==> src/rtl/hazard_sequencer.sv <==
// Pipeline hazard controller: load-use stalls, taken-branch squash window, data-memory freeze.
// Define HAZARD_PERF_CNT_EN to build the stall/flush performance counters; otherwise they read 0.
module hazard_sequencer #(
  parameter int unsigned FLUSH_CYCLES = 1,
  parameter int unsigned MEM_TIMEOUT  = 255,
  parameter int unsigned ZERO_REG     = 31
) (
  input  logic        clk,
  input  logic        rst,
  input  logic [4:0]  id_rn,
  input  logic [4:0]  id_rm,
  input  logic        id_uses_rn,
  input  logic        id_uses_rm,
  input  logic        ex_memread,
  input  logic [4:0]  ex_rd,
  input  logic        ex_br_taken,
  input  logic        mem_busy,
  output logic        pc_en,
  output logic        pc_redirect,
  output logic        ifid_en,
  output logic        ifid_flush,
  output logic        idex_bubble,
  output logic        exmem_en,
  output logic        mem_timeout,
  output logic [31:0] stall_cnt,
  output logic [31:0] flush_cnt
);

  localparam logic [1:0] ST_RUN      = 2'd0;
  localparam logic [1:0] ST_REDIRECT = 2'd1;
  localparam logic [1:0] ST_MEM_WAIT = 2'd2;

  localparam logic [3:0] FCNT_INIT   = 4'(FLUSH_CYCLES - 1);
  localparam bit         MULTI_FLUSH = (FLUSH_CYCLES > 1);
  localparam logic [7:0] MCNT_LIMIT  = 8'(MEM_TIMEOUT);
  localparam logic [4:0] ZREG        = 5'(ZERO_REG);

  logic [1:0] state_q, state_d, eff_state;
  logic [3:0] fcnt_q, fcnt_d;
  logic [7:0] mcnt_q, mcnt_d;
  logic       ret_redirect_q, ret_redirect_d;
  logic       mem_timeout_q, mem_timeout_d;

  logic lu;
  logic pc_en_c, pc_redirect_c, ifid_en_c, ifid_flush_c, idex_bubble_c, exmem_en_c;

  assign lu = ex_memread && (ex_rd != ZREG) &&
              ((id_uses_rn && (id_rn == ex_rd)) || (id_uses_rm && (id_rm == ex_rd)));

  always_comb begin
    state_d        = state_q;
    fcnt_d         = fcnt_q;
    mcnt_d         = mcnt_q;
    ret_redirect_d = ret_redirect_q;
    pc_en_c        = 1'b0;
    pc_redirect_c  = 1'b0;
    ifid_en_c      = 1'b0;
    ifid_flush_c   = 1'b0;
    idex_bubble_c  = 1'b0;
    exmem_en_c     = 1'b0;
    eff_state      = state_q;

    // Leaving MEM_WAIT: this cycle is handled as the state we return to.
    if (state_q == ST_MEM_WAIT) begin
      if (mem_busy) begin
        mcnt_d = (mcnt_q == 8'hFF) ? mcnt_q : mcnt_q + 8'd1;
      end else begin
        mcnt_d    = '0;
        eff_state = ret_redirect_q ? ST_REDIRECT : ST_RUN;
      end
    end

    case (eff_state)
      ST_RUN: begin
        if (mem_busy) begin
          ret_redirect_d = 1'b0;
          mcnt_d         = 8'd1;
          state_d        = ST_MEM_WAIT;
        end else if (ex_br_taken) begin
          pc_redirect_c = 1'b1;
          pc_en_c       = 1'b1;
          ifid_en_c     = 1'b1;
          ifid_flush_c  = 1'b1;
          idex_bubble_c = 1'b1;
          exmem_en_c    = 1'b1;
          fcnt_d        = FCNT_INIT;
          state_d       = MULTI_FLUSH ? ST_REDIRECT : ST_RUN;
        end else if (lu) begin
          idex_bubble_c = 1'b1;
          exmem_en_c    = 1'b1;
          state_d       = ST_RUN;
        end else begin
          pc_en_c    = 1'b1;
          ifid_en_c  = 1'b1;
          exmem_en_c = 1'b1;
          state_d    = ST_RUN;
        end
      end
      ST_REDIRECT: begin
        if (mem_busy) begin
          ret_redirect_d = 1'b1;
          mcnt_d         = 8'd1;
          state_d        = ST_MEM_WAIT;
        end else begin
          pc_en_c       = 1'b1;
          ifid_en_c     = 1'b1;
          ifid_flush_c  = 1'b1;
          idex_bubble_c = 1'b1;
          exmem_en_c    = 1'b1;
          fcnt_d        = fcnt_q - 4'd1;
          state_d       = (fcnt_d == 4'd0) ? ST_RUN : ST_REDIRECT;
        end
      end
      default: begin
        state_d = ST_MEM_WAIT;
      end
    endcase

    mem_timeout_d = mem_timeout_q || (mcnt_d >= MCNT_LIMIT);
  end

  always_ff @(posedge clk or negedge rst) begin
    if (!rst) begin
      state_q        <= ST_RUN;
      fcnt_q         <= '0;
      mcnt_q         <= '0;
      ret_redirect_q <= 1'b0;
      mem_timeout_q  <= 1'b0;
    end else begin
      state_q        <= state_d;
      fcnt_q         <= fcnt_d;
      mcnt_q         <= mcnt_d;
      ret_redirect_q <= ret_redirect_d;
      mem_timeout_q  <= mem_timeout_d;
    end
  end

  // Reset forces a safe hold: nothing advances and both pipeline bubbles are injected.
  assign pc_en       = rst & pc_en_c;
  assign pc_redirect = rst & pc_redirect_c;
  assign ifid_en     = rst & ifid_en_c;
  assign exmem_en    = rst & exmem_en_c;
  assign ifid_flush  = ~rst | ifid_flush_c;
  assign idex_bubble = ~rst | idex_bubble_c;
  assign mem_timeout = mem_timeout_q;

`ifdef HAZARD_PERF_CNT_EN
  logic [31:0] stall_cnt_q, stall_cnt_d;
  logic [31:0] flush_cnt_q, flush_cnt_d;

  always_comb begin
    stall_cnt_d = stall_cnt_q;
    flush_cnt_d = flush_cnt_q;
    if (!pc_en && (stall_cnt_q != '1)) stall_cnt_d = stall_cnt_q + 32'd1;
    if (ifid_flush && (flush_cnt_q != '1)) flush_cnt_d = flush_cnt_q + 32'd1;
  end

  always_ff @(posedge clk or negedge rst) begin
    if (!rst) begin
      stall_cnt_q <= '0;
      flush_cnt_q <= '0;
    end else begin
      stall_cnt_q <= stall_cnt_d;
      flush_cnt_q <= flush_cnt_d;
    end
  end

  assign stall_cnt = stall_cnt_q;
  assign flush_cnt = flush_cnt_q;
`else
  assign stall_cnt = '0;
  assign flush_cnt = '0;
`endif

endmodule

==> config.mk <==
export PLATFORM = sky130hd
export DESIGN_NAME = hazard_sequencer
export DESIGN_NICKNAME = d
export VERILOG_FILES = /design/src/rtl/hazard_sequencer.sv
export SDC_FILE = /design/constraint.sdc
export NUM_CORES = 1
export LEC_CHECK = 0
export CORE_ASPECT_RATIO = 0.75
export CORE_MARGIN = 4
export CORE_UTILIZATION = 40
export CTS_BUF_LIST = sky130_fd_sc_hd__clkbuf_4
export DETAILED_ROUTE_END_ITERATION = 10
export GPL_TIMING_DRIVEN = 0
export PLACE_DENSITY = 0.83
export SYNTH_ARGS = -nofsm -noshare
export SYNTH_HDL_FRONTEND = slang
export SYNTH_SLANG_ARGS = --single-unit
==> constraint.sdc <==
create_clock -name clk -period 2 [get_ports clk]
set_clock_uncertainty 0.05 [all_clocks]
set_input_delay 0.3 -clock clk [delete_from_list [all_inputs] [get_ports clk]]
set_output_delay 0.3 -clock clk [all_outputs]
set_load 0.02 [all_outputs]
==> impl_metrics.yaml <==
clocking:
  cts.sinks: 16
  clock_path_buffers: 2
  clk_latency_ns: 0.30
  cts_tree: "done"
  clk_pin_slew_ns: 0.10
  cts_max_level: 1
  cts.root.buffer_cell: "clkbuf_4"
  cts_buffers: 3
job:
  maxCapViolCount: 0
timing:
  hold_slack_ns: 0.422
  setup_violations: 4
  tightest_slew_ns: 0.781
  postLayoutSetupSlackWorst_ns: -0.209
  slew_violations: 0
  fmax_mhz: 453
  fin_crit_sh_pct: 110
  rsz0062_at_grt: "yes"
  slew_headroom_pct: 47.8
  fin_crit_ns: 2.21
  final_hold_viol_count: 0
power:
  p_total_uw: 948
  p_per_area_nw_per_um2: 393
  peakVddDrop_mv: 0.311
  p_leak_nw: 1.30
layout:
  fin_area_um2: 2410
  diodes: 0
  layout_commonest_cell: "buf_4"
  layout.nets: 331
  layout_common_cells: "buf_4, conb_1, dfrtp_1, nand2_1"
  drive_above_1_share_pct: 35.9
  synthToLayoutAreaGrowth_pct: 44.9
  fin_util_pct: 59.8
worst_setup_path:
  rr_worst_depth: 8
  required_ns: 1.65
  arrival_ns: 1.86
  worstSetupStartpointType: "register"
  crit_type: "register to primary output"
  end_kind: "primary output"
  cp_max_fo: 4
placement:
  place_congestion: 0.909
  dpl-instance-area_um2: 2250
  dp_hpwl_um: 3050
  numPortBuffers: 28
routing:
  route.vias.total: 1535
  first_pass_iters: 4
  vias_per_cell: 4.28
  drt_iter0_drc: 45
  drc: 0
  drt-total-wl_um: 4070
  antenna_left: 0
  routedWlPerCell_um: 11.3
global_routing:
  grt-ovfl-total: 0
  grt_pass1_vias: 1414
  grt_max_degree: 17
  grt_use_total_pct: 14.6
  antenna_found_initial: 0
  grt_pass1_wl_um: 6130
synth:
  netlist_instances: 199
  synthArstFlopShare_pct: 100
  netlist_area_um2: 1660
  ys_warn_count: 0
  synth.distinct_cells: 47
  syn_area_per_cell_um2: 8.36
  synth-edff-count: 0
  synth_seq_cells: 16
  synth_seq_area_share_pct: 24.1
  synth_flop_cell: "dfrtp_1"
floorplanning:
  row_count: 20
  core_area_um2: 4030
  die_w_um: 82.5
  fp.dieH_um: 63.9
  start_util_pct: 41.3
  die_area_um2: 5270
  io_pins: 93
worst_hold_path:
  hp-class: "register to register"
  whs_path_depth: 2
status:
  status: "complete, but fails checks"
  violations: "negative setup slack"
## synth_stat cells (all sizes together), types with 2 or more instances
cell type  count  area share [%]
nor2b          3             1.1
a311oi         2             1.4
a21o           2            0.90
buf           69              31
and4           3             1.7
mux2i          2             1.2
and3           5             2.2
nor3           3            0.90
and2           2            0.75
dfrtp         16              24
ha             3             2.3
o21bai         2            0.90
a41oi          4             2.1
xnor2          2             1.1
nor3b          2            0.90
nand3          5             1.5
nand2b         2            0.75
o21ai         10             3.2
nand2         14             3.2
nor2           6             1.4
inv            8             1.8
a21oi          5             1.5
nor4           4             1.5
xor2           8             4.2
and4b          2             1.2
## kinds of logic after synthesis
| family | Yosys count | share of synthesized area, % |
|---|---|---|
| AOI/OAI and AO/OA | 34 | 15.0 |
| xor gates and xnor gates | 10 | 5.26 |
| adders and majority gates | 3 | 2.26 |
| buffers and inverters | 78 | 33.3 |
| DFF | 16 | 24.1 |
| muxes | 2 | 1.20 |
| other | 1 | 0.225 |
| and+or+nand+nor | 55 | 18.6 |
## state kept, by name (all words and copies together) (netlist names)
signal,count
mcnt_q,8
fcnt_q,4
state_q,2
mem_timeout,1
ret_redirect_q,1
## final timing paths
path	end	startpoint	slack [ns]
worst max-delay path	pc_en	state_q[1]	-0.21
worst min-delay path	mem_timeout	mem_timeout	0.42
worst max register to register	mem_timeout	state_q[1]	0.07
worst min register to register	mem_timeout	mem_timeout	0.42
max in group asynchronous	fcnt_q[1]	rst	0.69
min in group asynchronous	mcnt_q[7]	rst	0.72
## worst max-delay path: stages, from the launching register on
cell and delay [ns]:
dfrtp_1 0.41, buf_6 0.13, and3b_1 0.16, or2_4 0.26, o31a_1 0.33, buf_4 0.15, buf_6 0.12
## power breakdown
part	internal (mW)	switching (mW)	total, mW
Clock	0.0703	0.111	0.181
Sequential	0.334	0.0159	0.350
Combinational	0.188	0.230	0.418
## per-layer routing
layer | vias to the layer above | GRT usage [%] | wire length (um)
li1 | 771 | - | -
met1 | 680 | 16.9 | 1550
met2 | 80 | 26.0 | 2040
met3 | 4 | 5.35 | 459
met4 | 0 | 1.87 | 25
met5 | - | 0 | 0
## repair_timing
action | 4_1_cts | 5_1_grt
endpoints found under the setup margin | 7 | 7
setup buffers | 5 | 5
gates resized for setup | 73 | 13
endpoints found under the hold margin | 16 | 0
pin swaps | 10 | 9
hold buffers | 1 | 0
## through the flow
| step | instances | setup TNS [ns] | setup WS (ns) |
|---|---|---|---|
| 6_report | 359 | -0.499 | -0.209 |
| 5_1_grt | 359 | -0.789 | -0.259 |
| 4_1_cts | 354 | -0.416 | -0.192 |
| 3_5_place_dp | 345 | -5.29 | -0.953 |
| 3_3_place_gp | 345 | -4.78 | -0.875 |
| 2_1_floorplan | 262 | 0 | 0.0107 |
## area by class of cell
class	count	area (um^2)
Tap cell	55	68.8
Buffer	70	531
Fill cell	379	1620
Multi-Input combinational cell	168	1020
Clock buffer	3	22.5
Sequential cell	16	400
Timing Repair Buffer	39	338
Inverter	8	30.0
Note: power is estimated with default switching activity, not from simulation.
